File: src/rtl/ibex_fetch_queue.sv
// Instruction-fetch queue: issues sequential word fetches with a bounded number
// of in-flight bus requests and buffers the returned words toward IF-ID.
module ibex_fetch_queue #(
  parameter int unsigned Depth          = 4,
  parameter int unsigned MaxOutstanding = 2
) (
  input  logic                       clk_i,
  input  logic                       rst_ni,
  input  logic                       req_i,
  input  logic                       branch_i,
  input  logic [31:0]                addr_i,
  input  logic                       ready_i,
  output logic                       valid_o,
  output logic [31:0]                rdata_o,
  output logic [31:0]                addr_o,
  output logic                       err_o,
  output logic [$clog2(Depth+1)-1:0] occupancy_o,
  output logic                       instr_req_o,
  output logic [31:0]                instr_addr_o,
  input  logic                       instr_gnt_i,
  input  logic                       instr_rvalid_i,
  input  logic [31:0]                instr_rdata_i,
  input  logic                       instr_err_i,
  output logic                       busy_o
);

  localparam int unsigned OccW = $clog2(Depth + 1);
  localparam int unsigned PtrW = $clog2(Depth);
  // A branch is granted even with MaxOutstanding already in flight, so the
  // request counters need headroom for one more.
  localparam int unsigned CntW = $clog2(MaxOutstanding + 2);

  typedef struct packed {
    logic [31:0] rdata;
    logic [31:0] addr;
    logic        err;
  } entry_t;

  logic [31:0]     fetch_addr_q, fetch_addr_d;
  logic [CntW-1:0] outst_q, outst_d;
  logic [CntW-1:0] discard_q, discard_d;
  logic [CntW-1:0] tag_cnt_q, tag_cnt_d;
  logic            stop_q, stop_d;
  logic [PtrW-1:0] rd_ptr_q, rd_ptr_d, wr_ptr_q, wr_ptr_d;
  logic [OccW-1:0] count_q, count_d;
  logic [31:0]     tag_q [MaxOutstanding];
  logic [31:0]     tag_d [MaxOutstanding];
  entry_t          mem_q [Depth];

  logic        branch, room, seq_ok, grant, drop, live_rsp, push, pop;
  logic [31:0] branch_addr;
  entry_t      push_entry, head;
  logic        unused_addr_lsb;

  assign unused_addr_lsb = ^addr_i[1:0];

  // Reset also masks the combinational request so every output reads 0 while
  // rst_ni is low, regardless of req_i/branch_i.
  assign branch      = branch_i & rst_ni;
  assign branch_addr = {addr_i[31:2], 2'b00};
  assign room        = (32'(count_q) + 32'(outst_q) - 32'(discard_q)) < Depth;
  assign seq_ok      = req_i & ~stop_q & (32'(outst_q) < MaxOutstanding) & room;

  assign instr_req_o  = rst_ni & (branch_i | seq_ok);
  assign instr_addr_o = branch ? branch_addr : fetch_addr_q;
  assign busy_o       = instr_req_o | (outst_q != '0);

  assign grant    = instr_req_o & instr_gnt_i;
  assign drop     = instr_rvalid_i & (discard_q != '0);
  assign live_rsp = instr_rvalid_i & ~drop;
  assign push     = live_rsp & ~branch;
  assign pop      = valid_o & ready_i & ~branch;

  assign push_entry = '{rdata: instr_rdata_i, addr: tag_q[0], err: instr_err_i};
  assign head       = mem_q[rd_ptr_q];

  assign valid_o     = (count_q != '0);
  assign rdata_o     = valid_o ? head.rdata : '0;
  assign addr_o      = valid_o ? head.addr : '0;
  assign err_o       = valid_o & head.err;
  assign occupancy_o = count_q;

  // NOTE: every variable gets a default before any branch so no latch is inferred.
  always_comb begin
    fetch_addr_d = branch ? branch_addr : fetch_addr_q;
    if (grant) fetch_addr_d = instr_addr_o + 32'd4;

    outst_d   = outst_q + CntW'(grant) - CntW'(instr_rvalid_i);
    discard_d = branch ? (outst_q - CntW'(instr_rvalid_i)) : (discard_q - CntW'(drop));
    stop_d    = branch ? 1'b0 : (stop_q | (push & instr_err_i));

    // The tag FIFO tracks only live requests; stale ones are covered by discard.
    tag_d     = tag_q;
    tag_cnt_d = tag_cnt_q;
    if (branch) begin
      tag_cnt_d = '0;
    end else if (live_rsp) begin
      for (int i = 0; i < int'(MaxOutstanding) - 1; i++) tag_d[i] = tag_q[i+1];
      tag_cnt_d = tag_cnt_q - CntW'(1);
    end
    if (grant) begin
      for (int i = 0; i < int'(MaxOutstanding); i++) begin
        if (CntW'(i) == tag_cnt_d) tag_d[i] = instr_addr_o;
      end
      tag_cnt_d = tag_cnt_d + CntW'(1);
    end

    rd_ptr_d = rd_ptr_q;
    wr_ptr_d = wr_ptr_q;
    count_d  = count_q;
    if (branch) begin
      rd_ptr_d = '0;
      wr_ptr_d = '0;
      count_d  = '0;
    end else begin
      if (push) wr_ptr_d = (wr_ptr_q == PtrW'(Depth - 1)) ? '0 : wr_ptr_q + PtrW'(1);
      if (pop)  rd_ptr_d = (rd_ptr_q == PtrW'(Depth - 1)) ? '0 : rd_ptr_q + PtrW'(1);
      count_d = count_q + OccW'(push) - OccW'(pop);
    end
  end

  // NOTE: sequential state uses non-blocking assignments so all flops update together.
  always_ff @(posedge clk_i or negedge rst_ni) begin
    if (!rst_ni) begin
      fetch_addr_q <= '0;
      outst_q      <= '0;
      discard_q    <= '0;
      tag_cnt_q    <= '0;
      stop_q       <= 1'b0;
      rd_ptr_q     <= '0;
      wr_ptr_q     <= '0;
      count_q      <= '0;
    end else begin
      fetch_addr_q <= fetch_addr_d;
      outst_q      <= outst_d;
      discard_q    <= discard_d;
      tag_cnt_q    <= tag_cnt_d;
      stop_q       <= stop_d;
      rd_ptr_q     <= rd_ptr_d;
      wr_ptr_q     <= wr_ptr_d;
      count_q      <= count_d;
    end
  end

  // NOTE: storage arrays are not reset; count_q and tag_cnt_q qualify every read.
  always_ff @(posedge clk_i) begin
    if (push) mem_q[wr_ptr_q] <= push_entry;
    tag_q <= tag_d;
  end

  a_rvalid_has_outstanding: assert property (@(posedge clk_i) disable iff (!rst_ni)
    instr_rvalid_i |-> (outst_q != '0));
  a_req_addr_aligned: assert property (@(posedge clk_i) disable iff (!rst_ni)
    instr_req_o |-> (instr_addr_o[1:0] == 2'b00));
  a_occupancy_bounded: assert property (@(posedge clk_i) disable iff (!rst_ni)
    32'(count_q) <= Depth);

endmodule
File: config.mk
export PLATFORM = sky130hd
export DESIGN_NAME = ibex_fetch_queue
export DESIGN_NICKNAME = d
export VERILOG_FILES = /design/src/rtl/ibex_fetch_queue.sv
export SDC_FILE = /design/constraint.sdc
export NUM_CORES = 1
export LEC_CHECK = 0
export CAP_MARGIN = 20
export CORE_AREA = 3 3 229 231
export DETAILED_ROUTE_END_ITERATION = 7
export DIE_AREA = 0 0 232 234
export GPL_TIMING_DRIVEN = 1
export MAX_ROUTING_LAYER = met4
export PLACE_DENSITY = 0.5
export SLEW_MARGIN = 20
export SYNTH_ARGS = -nofsm -noshare
export SYNTH_HDL_FRONTEND = slang
export SYNTH_SLANG_ARGS = --single-unit
File: constraint.sdc
create_clock -name clk_i -period 5.06 [get_ports clk_i]
set_input_delay 0.759 -clock clk_i [delete_from_list [all_inputs] [get_ports clk_i]]
set_output_delay 0.759 -clock clk_i [all_outputs]
set_load 0.01 [all_outputs]
* After elaboration in Yosys (flattened, before gate mapping)
Memories as Yosys holds them, arrays and structs flattened.
Index checks and enable logic that the tools add are counted.
** Storage, ports and cells
- Register bits after elaboration :: 110
- Memory bits (writable) :: 260
- Bits of input ports :: 72
- Output and inout port bits :: 103
- Word-level logic and storage cells :: 78
- Memories :: 1
** Memory list
- mem_q :: depth 4, width 65, read ports 1, clocked after memory_dff 0, write ports 1, RTL line 48 : entry_t mem_q [Depth];
** Operators by class
- Add/sub/neg operators :: 13
- Magnitude comparators :: 2
- Eq/ne operators :: 3
- Muxes and demuxes :: 23
- Bitwise gates (word level) :: 19
- Reduce and logical (&&, ||, !) cells :: 7
** Operator list (number)
- $mux W32 :: 8
- $mux W64 :: 1
- $add A32 B3 Y32 const B :: 1
- $lt A32 B3 Y1 const B :: 1
- $mux W2 :: 10
- $and A1 B1 Y1 :: 13
- $reduce_bool A2 Y1 :: 4
- $add A2 B1 Y2 const B :: 3
- $sub A2 B1 Y2 :: 3
- $sub A4 B2 Y5 :: 1
- $add A3 B2 Y4 :: 1
- $eq A2 B2 Y1 const B :: 2
- $add A3 B1 Y3 :: 1
- $mux W1 :: 3
- $mux W3 :: 1
- $not A1 Y1 :: 3
- $or A1 B1 Y1 :: 3
- $reduce_bool A3 Y1 :: 1
- $sub A3 B1 Y3 :: 1
- $add A2 B1 Y2 :: 1
- $eq A1 B2 Y1 const A :: 1
- $logic_not A2 Y1 :: 1
- $lt A2 B2 Y1 const B :: 1
- $reduce_and A2 Y1 :: 1
- $sub A2 B1 Y2 const B :: 1

* Depth between registers and ports, before layout
Gate-level depths: netlist of the first run.
- Depth in word-level cells :: 9
- Mapped depth :: 13
- Depth with buffers taken out :: 12

* Worst setup path after synthesis of the first run
OpenSTA, ideal clock, no wires.
- Kind :: flip-flop to flip-flop
- From :: register count_q[1] (netlist: occupancy_o[1])
- To :: register tag_q[0] (netlist name) (enable)
- Setup time :: 0.392 ns
- Arrival :: 3.137 ns
- Data required time :: 4.668 ns
- Setup slack :: 1.531 ns
- Stages on the path, launching flop included :: 10
- Buffers on the path :: 0
- Period minus slack after synthesis :: 3.529 ns
- Cell sequence :: dfrtp_1 > inv_1 > fa_1 > inv_1 > ha_1 > nand3b_1 > a211o_1 > a211o_1 > nand2_1 > and2_1
** On the way
- Cells in the longest elaborated chain, start to end :: 8
** Ends and longest elaborated chain
- from (decl) :: RTL line 45 : logic [OccW-1:0] count_q, count_d;
- from (signal assigned) :: RTL line 141 : count_q <= count_d;
- $add A3 B2 Y4 :: RTL line 61 : assign room = (32'(count_q) + 32'(outst_q) - 32'(discard_q)) < Depth;
- $sub A4 B2 Y5 :: RTL line 61
- $lt A32 B3 Y1 :: RTL line 61
- $and A1 B1 Y1 :: RTL line 62 : assign seq_ok = req_i & ~stop_q & (32'(outst_q) < MaxOutstanding) & room;
- $or A1 B1 Y1 :: RTL line 64 : assign instr_req_o = rst_ni & (branch_i | seq_ok);
- $and A1 B1 Y1 :: RTL line 64
- $and A1 B1 Y1 :: RTL line 68 : assign grant = instr_req_o & instr_gnt_i;
- $reduce_and A2 Y1 (no source line)
- to (signal assigned) :: RTL line 148 : tag_q <= tag_d;
- to (decl) :: RTL line 46 : logic [31:0] tag_q [MaxOutstanding];
No other way between the ends.
A chain may end at the register's enable or synchronous reset.

* Worst setup path after layout of the first run
- From :: register count_q[1] (netlist: occupancy_o[1])
- To :: output busy_o
** On the way
- Cells in the longest elaborated chain, start to end :: 7
** Ends and longest elaborated chain
- $add A3 B2 Y4 :: RTL line 61
- $sub A4 B2 Y5 :: RTL line 61
- $lt A32 B3 Y1 :: RTL line 61
- $and A1 B1 Y1 :: RTL line 62
- $or A1 B1 Y1 :: RTL line 64
- $and A1 B1 Y1 :: RTL line 64
- $or A1 B1 Y1 :: RTL line 66 : assign busy_o = instr_req_o | (outst_q != '0);
- to (decl) :: RTL line 24 : output logic busy_o
No other way between the ends.

==> flow_summary.json, run 1 <==
{
  "run_status": "finished clean",
  "areaGrowthSynthToFinish_pct": 26.1,
  "cts_resized": 0,
  "critPathCaptureType": "output port",
  "clkSlewWorstSetupHoldPaths_ns": 0.06,
  "r2r-end": "tag_q[19]",
  "num_rows": 82,
  "crit_path_max_fanout": 4,
  "r2r_setup_slack_ns": 1.45,
  "path_cells": "inv_1, fa_1, inv_1, ha_1, nand3b_1, a211o_1, a21oi_1, o21a_1, or3_1, clkdlybuf4s50_1",
  "layout_common_cells": "292 x edfxtp_1, 171 x clkdlybuf4s50_1, 72 x and2_1, 65 x mux4_2, 63 x nand2_1",
  "crit_top_cell": "inv_1",
  "via_count": 8397,
  "cts-buffers-inserted": 42,
  "crit_buf_inv": 3,
  "synth_cells": 936,
  "finalHoldViolCount": 0,
  "diodes": 0,
  "final.setup.tns_ns": 0,
  "synth-main-ff-cell": "edfxtp_1",
  "clock_path_buffers": 3,
  "required_ns": 4.30,
  "syn-num-nets": 1027,
  "cap_violations": 0,
  "layout.cells.most_common": "edfxtp_1",
  "drc_errors": 0,
  "overflow": 0,
  "worstSkewPairLatency_ns": 0.57,
  "yosysSeqAreaShare": 0.697,
  "grt_max_degree": 60,
  "whs_ns": 0.439,
  "clock_sinks": 370,
  "rsz0062_at_grt": "no",
  "dpl.hpwl_um": 22800,
  "grt_first_pass_wirelength_um": 55300,
  "cts-root-buf": "clkbuf_16",
  "route.antenna.remaining_nets": 0,
  "critPathSlowestCell": "fa_1",
  "pin_count": 175,
  "htreeDepth": 2,
  "cts_setup_buffers": 0,
  "ys_ff_latch": 370,
  "cp-start-kind": "flip-flop",
  "place_congestion": 0.813,
  "track_usage": 0.137,
  "ys_warn_count": 0,
  "critPathTopFamily": "adder cells",
  "period_needed_ns": 4.10,
  "core-area_sq_um": 50300,
  "grt_pass1_vias": 8915,
  "synth_edf_count": 292,
  "die_w_um": 232,
  "dr.pass1.iters": 4,
  "worstHoldPathType": "primary input to asynchronous set/reset pin",
  "fin_skew_ns": 0.0186,
  "critical_path.max_stage_delay_ns": 0.55,
  "synth_area_sq_um": 15200,
  "via_per_inst": 4.58,
  "finalMaxSlewViolations": 0,
  "cts_tree": "built",
  "r2r_start": "occupancy_o[1]",
  "die-area_sq_um": 54300,
  "powerDensity_nw_per_um2": 539,
  "dr.first_iter.drc_count": 442,
  "leakagePower_nw": 6.63,
  "slew_headroom": 0.395,
  "wire_per_inst_um": 19.4,
  "rr_worst_depth": 10,
  "worst_slew_pin_slew_ns": 0.903,
  "arrival_ns": 3.34,
  "io_buffer_count": 172,
  "fin_nets": 1220,
  "initial_core_util": 0.301,
  "setup_viol": 0,
  "yosysUniqueCellTypes": 47,
  "fp.dieH_um": 234,
  "max_freq_ghz": 0.244,
  "wl_um": 35500,
  "async_reset_ff_frac": 0.124,
  "path_class": "flip-flop to output port",
  "avgSynthCellArea_sq_um": 16.2,
  "postCtsHoldBufs": 0,
  "antenna_found_initial": 1,
  "drive_gt1_frac": 0.155,
  "ir_drop_mv": 0.317,
  "fin_crit_sh": 0.809
}
-- cells in the mapped netlist, types with 14 or more instances --
cell type,number,share of area
a21oi_1,30,0.0099
inv_1,38,0.0094
ha_1,17,0.014
and2_1,73,0.030
buf_2,14,0.0046
nor2_1,38,0.0094
xnor2_1,31,0.018
clkbuf_1,25,0.0062
dfxtp_1,32,0.042
o21ai_0,18,0.0059
nand4_1,14,0.0058
edfxtp_1,292,0.58
mux2i_1,46,0.030
mux4_2,65,0.097
nand2_1,64,0.016
dfrtp_1,46,0.076
-- cell type report --
class                           instances  area [sq um]
Clock buffer                           49          1090
Sequential cell                       370         10600
Clock inverter                         28           231
Tap cell                              672           841
Inverter                               39           148
Multi-Input combinational cell        482          4270
Fill cell                            4806         31200
Timing Repair Buffer                  194          1960
-- layer usage --
metal / share of wire / up-vias / GRT usage
met5: 0 / - / -
met1: 0.48 / 4219 / 0.192
met4: 0.019 / 0 / 0.0347
li1: - / 3912 / -
met2: 0.44 / 206 / 0.202
met3: 0.054 / 60 / 0.0334
-- power breakdown --
part | switching, mW | internal [mW]
Sequential | 0.371 | 3.89
Combinational | 1.48 | 1.65
Clock | 1.25 | 1.66
-- per-stage QoR --
stage               worst slack [ns]  area, sq um  cells  utilization  power (mW)
detailed placement             0.928        17800   1757        0.354        7.54
floorplan                       1.53        15200    936            -        5.96
CTS                            0.870        19100   1834        0.380        10.5
finish                         0.964        19100   1834        0.380        10.3
global route                   0.674        19100   1834        0.380        10.9
global placement               0.961        17800   1757        0.354        7.49
-- logic make-up (layout without fill, tap and decap cells) --
family                   Yosys count  count (layout)  share of synthesized area
flip-flops                       370             370                      0.697
AND/OR/NAND/NOR                  237             237                     0.0804
multiplexers                     121             121                      0.134
buffers and inverters             84             310                     0.0235
AO/OA/AOI/OAI                     69              69                     0.0271
XOR/XNOR                          36              36                     0.0208
adder cells (fa/ha/maj)           19              19                     0.0167
-- sequential cells by signal, indices dropped and copies added, names as in the netlist --
| name | cells |
|---|---|
| stop_q | 1 |
| tag_cnt_q | 2 |
| wr_ptr_q | 2 |
| fetch_addr_q | 32 |
| outst_q | 2 |
| tag_q | 32 |
| discard_q | 2 |
| push_entry | 32 |
| occupancy_o | 3 |
| mem_q | 260 |
| rd_ptr_q | 2 |
-- how the worst max path moves through the flow --
| stage | from | end | slack, ns | cells after the start |
|---|---|---|---|---|
| global route | occupancy_o[1] | busy_o | 0.67 | 10 |
| detailed placement | branch_i | instr_addr_o[23] | 0.93 | 6 |
| finish | occupancy_o[1] | busy_o | 0.96 | 10 |
| global placement | branch_i | instr_addr_o[23] | 0.96 | 6 |
| floorplan | occupancy_o[1] | tag_q[0] | 1.53 | 9 |
| CTS | occupancy_o[1] | busy_o | 0.87 | 10 |
(Power assumes the default switching activity.)
==> run 2, diff against run 1 <==
clock period = 4.1 ns   (was 5.06 ns; I/O delays follow)
==> flow_summary.json, run 2 (same netlist as run 1, synthesis figures left out) <==
{
  "slew_headroom": 0.410,
  "route.antenna.remaining_nets": 0,
  "crit_path_max_fanout": 5,
  "areaGrowthSynthToFinish_pct": 26.5,
  "setup_viol": 0,
  "critical_path.max_stage_delay_ns": 0.54,
  "core-area_sq_um": 50300,
  "postCtsHoldBufs": 0,
  "critPathCaptureType": "output port",
  "grt_pass1_vias": 8954,
  "cts_setup_buffers": 0,
  "drive_gt1_frac": 0.154,
  "layout.cells.most_common": "edfxtp_1",
  "clock_sinks": 370,
  "max_freq_ghz": 0.257,
  "rsz0062_at_grt": "no",
  "path_class": "flip-flop to output port",
  "n_fill_cell": 4841,
  "whs_ns": 0.104,
  "cap_violations": 0,
  "fin_skew_ns": 0.0184,
  "dpl.hpwl_um": 23100,
  "cp-start-kind": "flip-flop",
  "htreeDepth": 2,
  "wire_per_inst_um": 19.5,
  "num_rows": 82,
  "track_usage": 0.137,
  "antenna_found_initial": 1,
  "via_count": 8337,
  "arrival_ns": 3.28,
  "initial_core_util": 0.301,
  "cts_resized": 0,
  "path_cells": "inv_1, fa_1, inv_1, ha_1, nand3b_1, a211o_1, a21oi_1, o21a_1, or3_1, clkdlybuf4s50_1",
  "finalHoldViolCount": 0,
  "fin_nets": 1222,
  "ir_drop_mv": 0.239,
  "layout_common_cells": "292 x edfxtp_1, 171 x clkdlybuf4s50_1, 72 x and2_1, 65 x mux4_2, 63 x nand2_1",
  "worstHoldPathType": "primary input to asynchronous set/reset pin",
  "via_per_inst": 4.54,
  "clkSlewWorstSetupHoldPaths_ns": 0.06,
  "clock_path_buffers": 3,
  "crit_top_cell": "inv_1",
  "io_buffer_count": 172,
  "cts-root-buf": "clkbuf_16",
  "place_congestion": 0.817,
  "final.setup.tns_ns": 0,
  "fin_crit_sh": 0.951,
  "die_w_um": 232,
  "fp.dieH_um": 234,
  "cts_tree": "built",
  "grt_first_pass_wirelength_um": 54700,
  "dr.pass1.iters": 4,
  "worst_slew_pin_slew_ns": 0.879,
  "worstSkewPairLatency_ns": 0.56,
  "finalMaxSlewViolations": 0,
  "overflow": 0,
  "dr.first_iter.drc_count": 448,
  "cts-buffers-inserted": 41,
  "drc_errors": 0,
  "leakagePower_nw": 6.65,
  "powerDensity_nw_per_um2": 667,
  "pin_count": 175,
  "largest_reg_flops": 260,
  "diodes": 0,
  "wl_um": 35800,
  "die-area_sq_um": 54300,
  "run_status": "finished clean",
  "required_ns": 3.48,
  "period_needed_ns": 3.90,
  "critPathSlowestCell": "clkdlybuf4s50_1",
  "top_register": "mem_q",
  "grt_max_degree": 65
}
-- run 2: area by class of cell --
cell class	instances	area, sq um	area share
clock buffer	55	1120	0.0584
tap	672	841	0.0439
multi-input combinational	482	4270	0.223
timing repair buffer	197	1990	0.104
clock inverter	20	226	0.0118
inverter	39	148	0.00771
sequential	370	10600	0.551
-- run 2: final timing paths --
| check | from | to | slack, ns | cells after the start |
|---|---|---|---|---|
| max in group asynchronous | rst_ni | rd_ptr_q[0] | 3.68 | 2 |
| max reg2reg | outst_q[1] | tag_q[19] | 0.71 | 10 |
| min | rst_ni | fetch_addr_q[23] | 0.10 | 2 |
| min reg2reg | push_entry[7] | mem_q[1][7] | 0.50 | 0 |
| max | outst_q[1] | busy_o | 0.20 | 10 |
| min in group clk_i | push_entry[7] | mem_q[1][7] | 0.50 | 0 |
-- run 2: routing by layer --
| metal | global-route usage | vias to the layer above | part of all wire |
|---|---|---|---|
| met5 | - | - | 0 |
| met4 | 0.0352 | 0 | 0.020 |
| met2 | 0.210 | 195 | 0.46 |
| met1 | 0.187 | 4179 | 0.48 |
| li1 | - | 3915 | - |
| met3 | 0.0276 | 48 | 0.042 |
-- run 2: critical path, delay by kind of cell, from the launching register on --
kind | cells | cell delay, ns
fa+ha+maj | 2 | 0.77
compound gates | 3 | 0.66
simple gates | 2 | 0.19
flops | 1 | 0.45
buf+inv | 3 | 0.67
-- run 2: per-stage QoR --
stage	power (mW)	utilization	instance area, sq um	setup slack (ns)	instances
after floorplan	7.36	-	15200	0.571	936
after global placement	9.27	0.354	17800	0.626	1760
after detailed placement	9.32	0.354	17800	0.605	1760
after CTS	13.1	0.381	19200	0.121	1835
after global routing	13.5	0.381	19200	0.00280	1835
final	12.8	0.381	19200	0.203	1835
-- run 2: power by group --
part / internal, mW / leakage, nW / switching [mW]
logic: 2.05 / 2.53 / 1.82
registers: 4.80 / 3.47 / 0.450
clock network: 2.18 / 0.656 / 1.50
total: 9.02 / 6.65 / 3.77
==> run 3, diff against run 2 <==
ABC_AREA = 0   (was not set)
CTS_BUF_LIST = sky130_fd_sc_hd__clkbuf_2   (was not set)
==> flow_summary.json, run 3 (same netlist as run 1, synthesis figures left out) <==
{
  "num_rows": 82,
  "route.antenna.remaining_nets": 0,
  "dpl.hpwl_um": 23100,
  "finalMaxSlewViolations": 0,
  "finalHoldViolCount": 0,
  "fin_nets": 1317,
  "path_class": "primary input to output port",
  "period_needed_ns": 3.99,
  "clock_sinks": 370,
  "rsz0062_at_grt": "yes",
  "layout.cells.most_common": "edfxtp_1",
  "crit_buf_inv": 6,
  "fp.dieH_um": 234,
  "fin_util": 0.382,
  "design_power_total_mw": 12.2,
  "layout_common_cells": "292 x edfxtp_1, 169 x clkdlybuf4s50_1, 161 x clkbuf_2, 72 x and2_1, 65 x mux4_2",
  "place_area_sq_um": 17800,
  "wire_per_inst_um": 18.8,
  "io_buffer_count": 172,
  "worstHoldPathType": "primary input to flip-flop",
  "crit_path_max_fanout": 23,
  "fin_crit_sh": 0.973,
  "slew_headroom": 0.401,
  "worst_slew_pin_slew_ns": 0.893,
  "critical_path.max_stage_delay_ns": 0.59,
  "critPathTopFamily": "buffers and inverters",
  "drc_errors": 0,
  "pin_count": 175,
  "largest_reg_flops": 260,
  "setup_viol": 0,
  "via_count": 8840,
  "core-area_sq_um": 50300,
  "crit_start": "rst_ni",
  "grt_first_pass_wirelength_um": 56900,
  "final_area_sq_um": 19200,
  "ir_drop_mv": 0.226,
  "clkSlewWorstSetupHoldPaths_ns": 0.09,
  "die_w_um": 232,
  "dr.pass1.iters": 4,
  "critPathSlowestCell": "dlygate4sd3_1",
  "htreeDepth": 3,
  "max_freq_ghz": 0.251,
  "n_fill_cell": 4893,
  "wl_um": 37300,
  "antenna_found_initial": 2,
  "die-area_sq_um": 54300,
  "worstHoldStart": "instr_rdata_i[9]",
  "whs_ns": 0.215,
  "crit_top_cell": "nand2_1",
  "clock_path_buffers": 3,
  "overflow": 0,
  "path_cells": "dlygate4sd3_1, buf_2, dlygate4sd3_1, buf_12, nand2_1, buf_4, nand2_1, nand2_1, clkdlybuf4s50_1",
  "place_congestion": 0.817,
  "cts_tree": "built",
  "cap_violations": 0,
  "critPathCaptureType": "output port",
  "fin_skew_ns": 0.0907,
  "dr.first_iter.drc_count": 412,
  "arrival_ns": 3.38,
  "leakagePower_nw": 6.95,
  "required_ns": 3.48,
  "r2r_start": "occupancy_o[1]",
  "areaGrowthSynthToFinish_pct": 26.6,
  "cts-buffers-inserted": 101,
  "grt_pass1_vias": 9700,
  "cp-start-kind": "primary input",
  "powerDensity_nw_per_um2": 637,
  "worstSkewPairLatency_ns": 1.07,
  "final.setup.tns_ns": 0,
  "top_register": "mem_q",
  "drive_gt1_frac": 0.250,
  "run_status": "finished clean",
  "track_usage": 0.144,
  "via_per_inst": 4.45,
  "cts-root-buf": "clkbuf_2",
  "grt_max_degree": 65,
  "initial_core_util": 0.301
}
run 3: cell types whose count changed in the layout (fill, tap and decap cells not counted), moves of 3 or more:
cell           before  now
clkinv_2            7    3
clkbuf_16          41    0
buf_12              7   10
clkbuf_2            0  161
clkbuf_8            4    0
clkinv_1            5   14
buf_4              18   43
diode_2             0    7
clkbuf_1           10    0
dlygate4sd3_1       0    3
run 3: through the flow:
stage	instances	setup slack, ns
2_1_floorplan	936	0.571
3_3_place_gp	1760	0.626
3_5_place_dp	1760	0.605
4_1_cts	1978	-0.0602
5_1_grt	1986	-0.140
6_report	1986	0.109
run 3: final cells by class:
| type | instances | area (sq um) | share of cell area |
|---|---|---|---|
| diodes | 7 | 17.5 | 0.000913 |
| multi-input cells | 482 | 4280 | 0.223 |
| clock inverters | 23 | 185 | 0.00965 |
| repair buffers | 232 | 2330 | 0.121 |
| clock buffers | 161 | 806 | 0.0420 |
| inverters | 39 | 148 | 0.00770 |
| flip-flops and latches | 370 | 10600 | 0.551 |
| well taps | 672 | 841 | 0.0438 |
run 3: what timing repair did:
action / CTS / global route
hold endpoints to repair: 47 / 0
endpoints found under the setup margin: 61 / 4
pin swaps: 3 / 4
buffers inserted: 29 / 2
gates resized for setup: 12 / 4
hold buffers: 5 / 0
run 3: worst paths after layout:
| check | endpoint | slack, ns | depth (start not counted) |
|---|---|---|---|
| max | instr_addr_o[25] | 0.11 | 9 |
| min | mem_q[2][42] | 0.21 | 1 |
| max reg2reg | occupancy_o[2] | 0.17 | 27 |
| min reg2reg | mem_q[1][29] | 0.49 | 0 |
| max in group asynchronous | fetch_addr_q[22] | 3.08 | 5 |
| min in group asynchronous | fetch_addr_q[0] | 0.68 | 4 |
run 3: metal layers:
| layer | vias up | routed length, um | track usage |
|---|---|---|---|
| met5 | - | 0 | - |
| li1 | 4177 | - | - |
| met2 | 249 | 17100 | 0.218 |
| met1 | 4343 | 17400 | 0.184 |
| met4 | 0 | 866 | 0.0502 |
| met3 | 71 | 1880 | 0.0412 |
run 3: worst register-to-register path, delay by kind of cell, from the launching register on:
kind,cells,cell delay [ns]
adder cells (fa/ha/maj),1,0.35
flip-flops,1,0.40
XOR/XNOR,2,0.31
buffers and inverters,23,2.72
AND/OR/NAND/NOR,1,0.06
run 3: where the power goes:
part	internal, mW	switching (mW)	total [mW]
Clock	1.23	1.56	2.79
Sequential	4.79	0.397	5.19
Combinational	2.27	1.97	4.24
Total	8.29	3.92	12.2
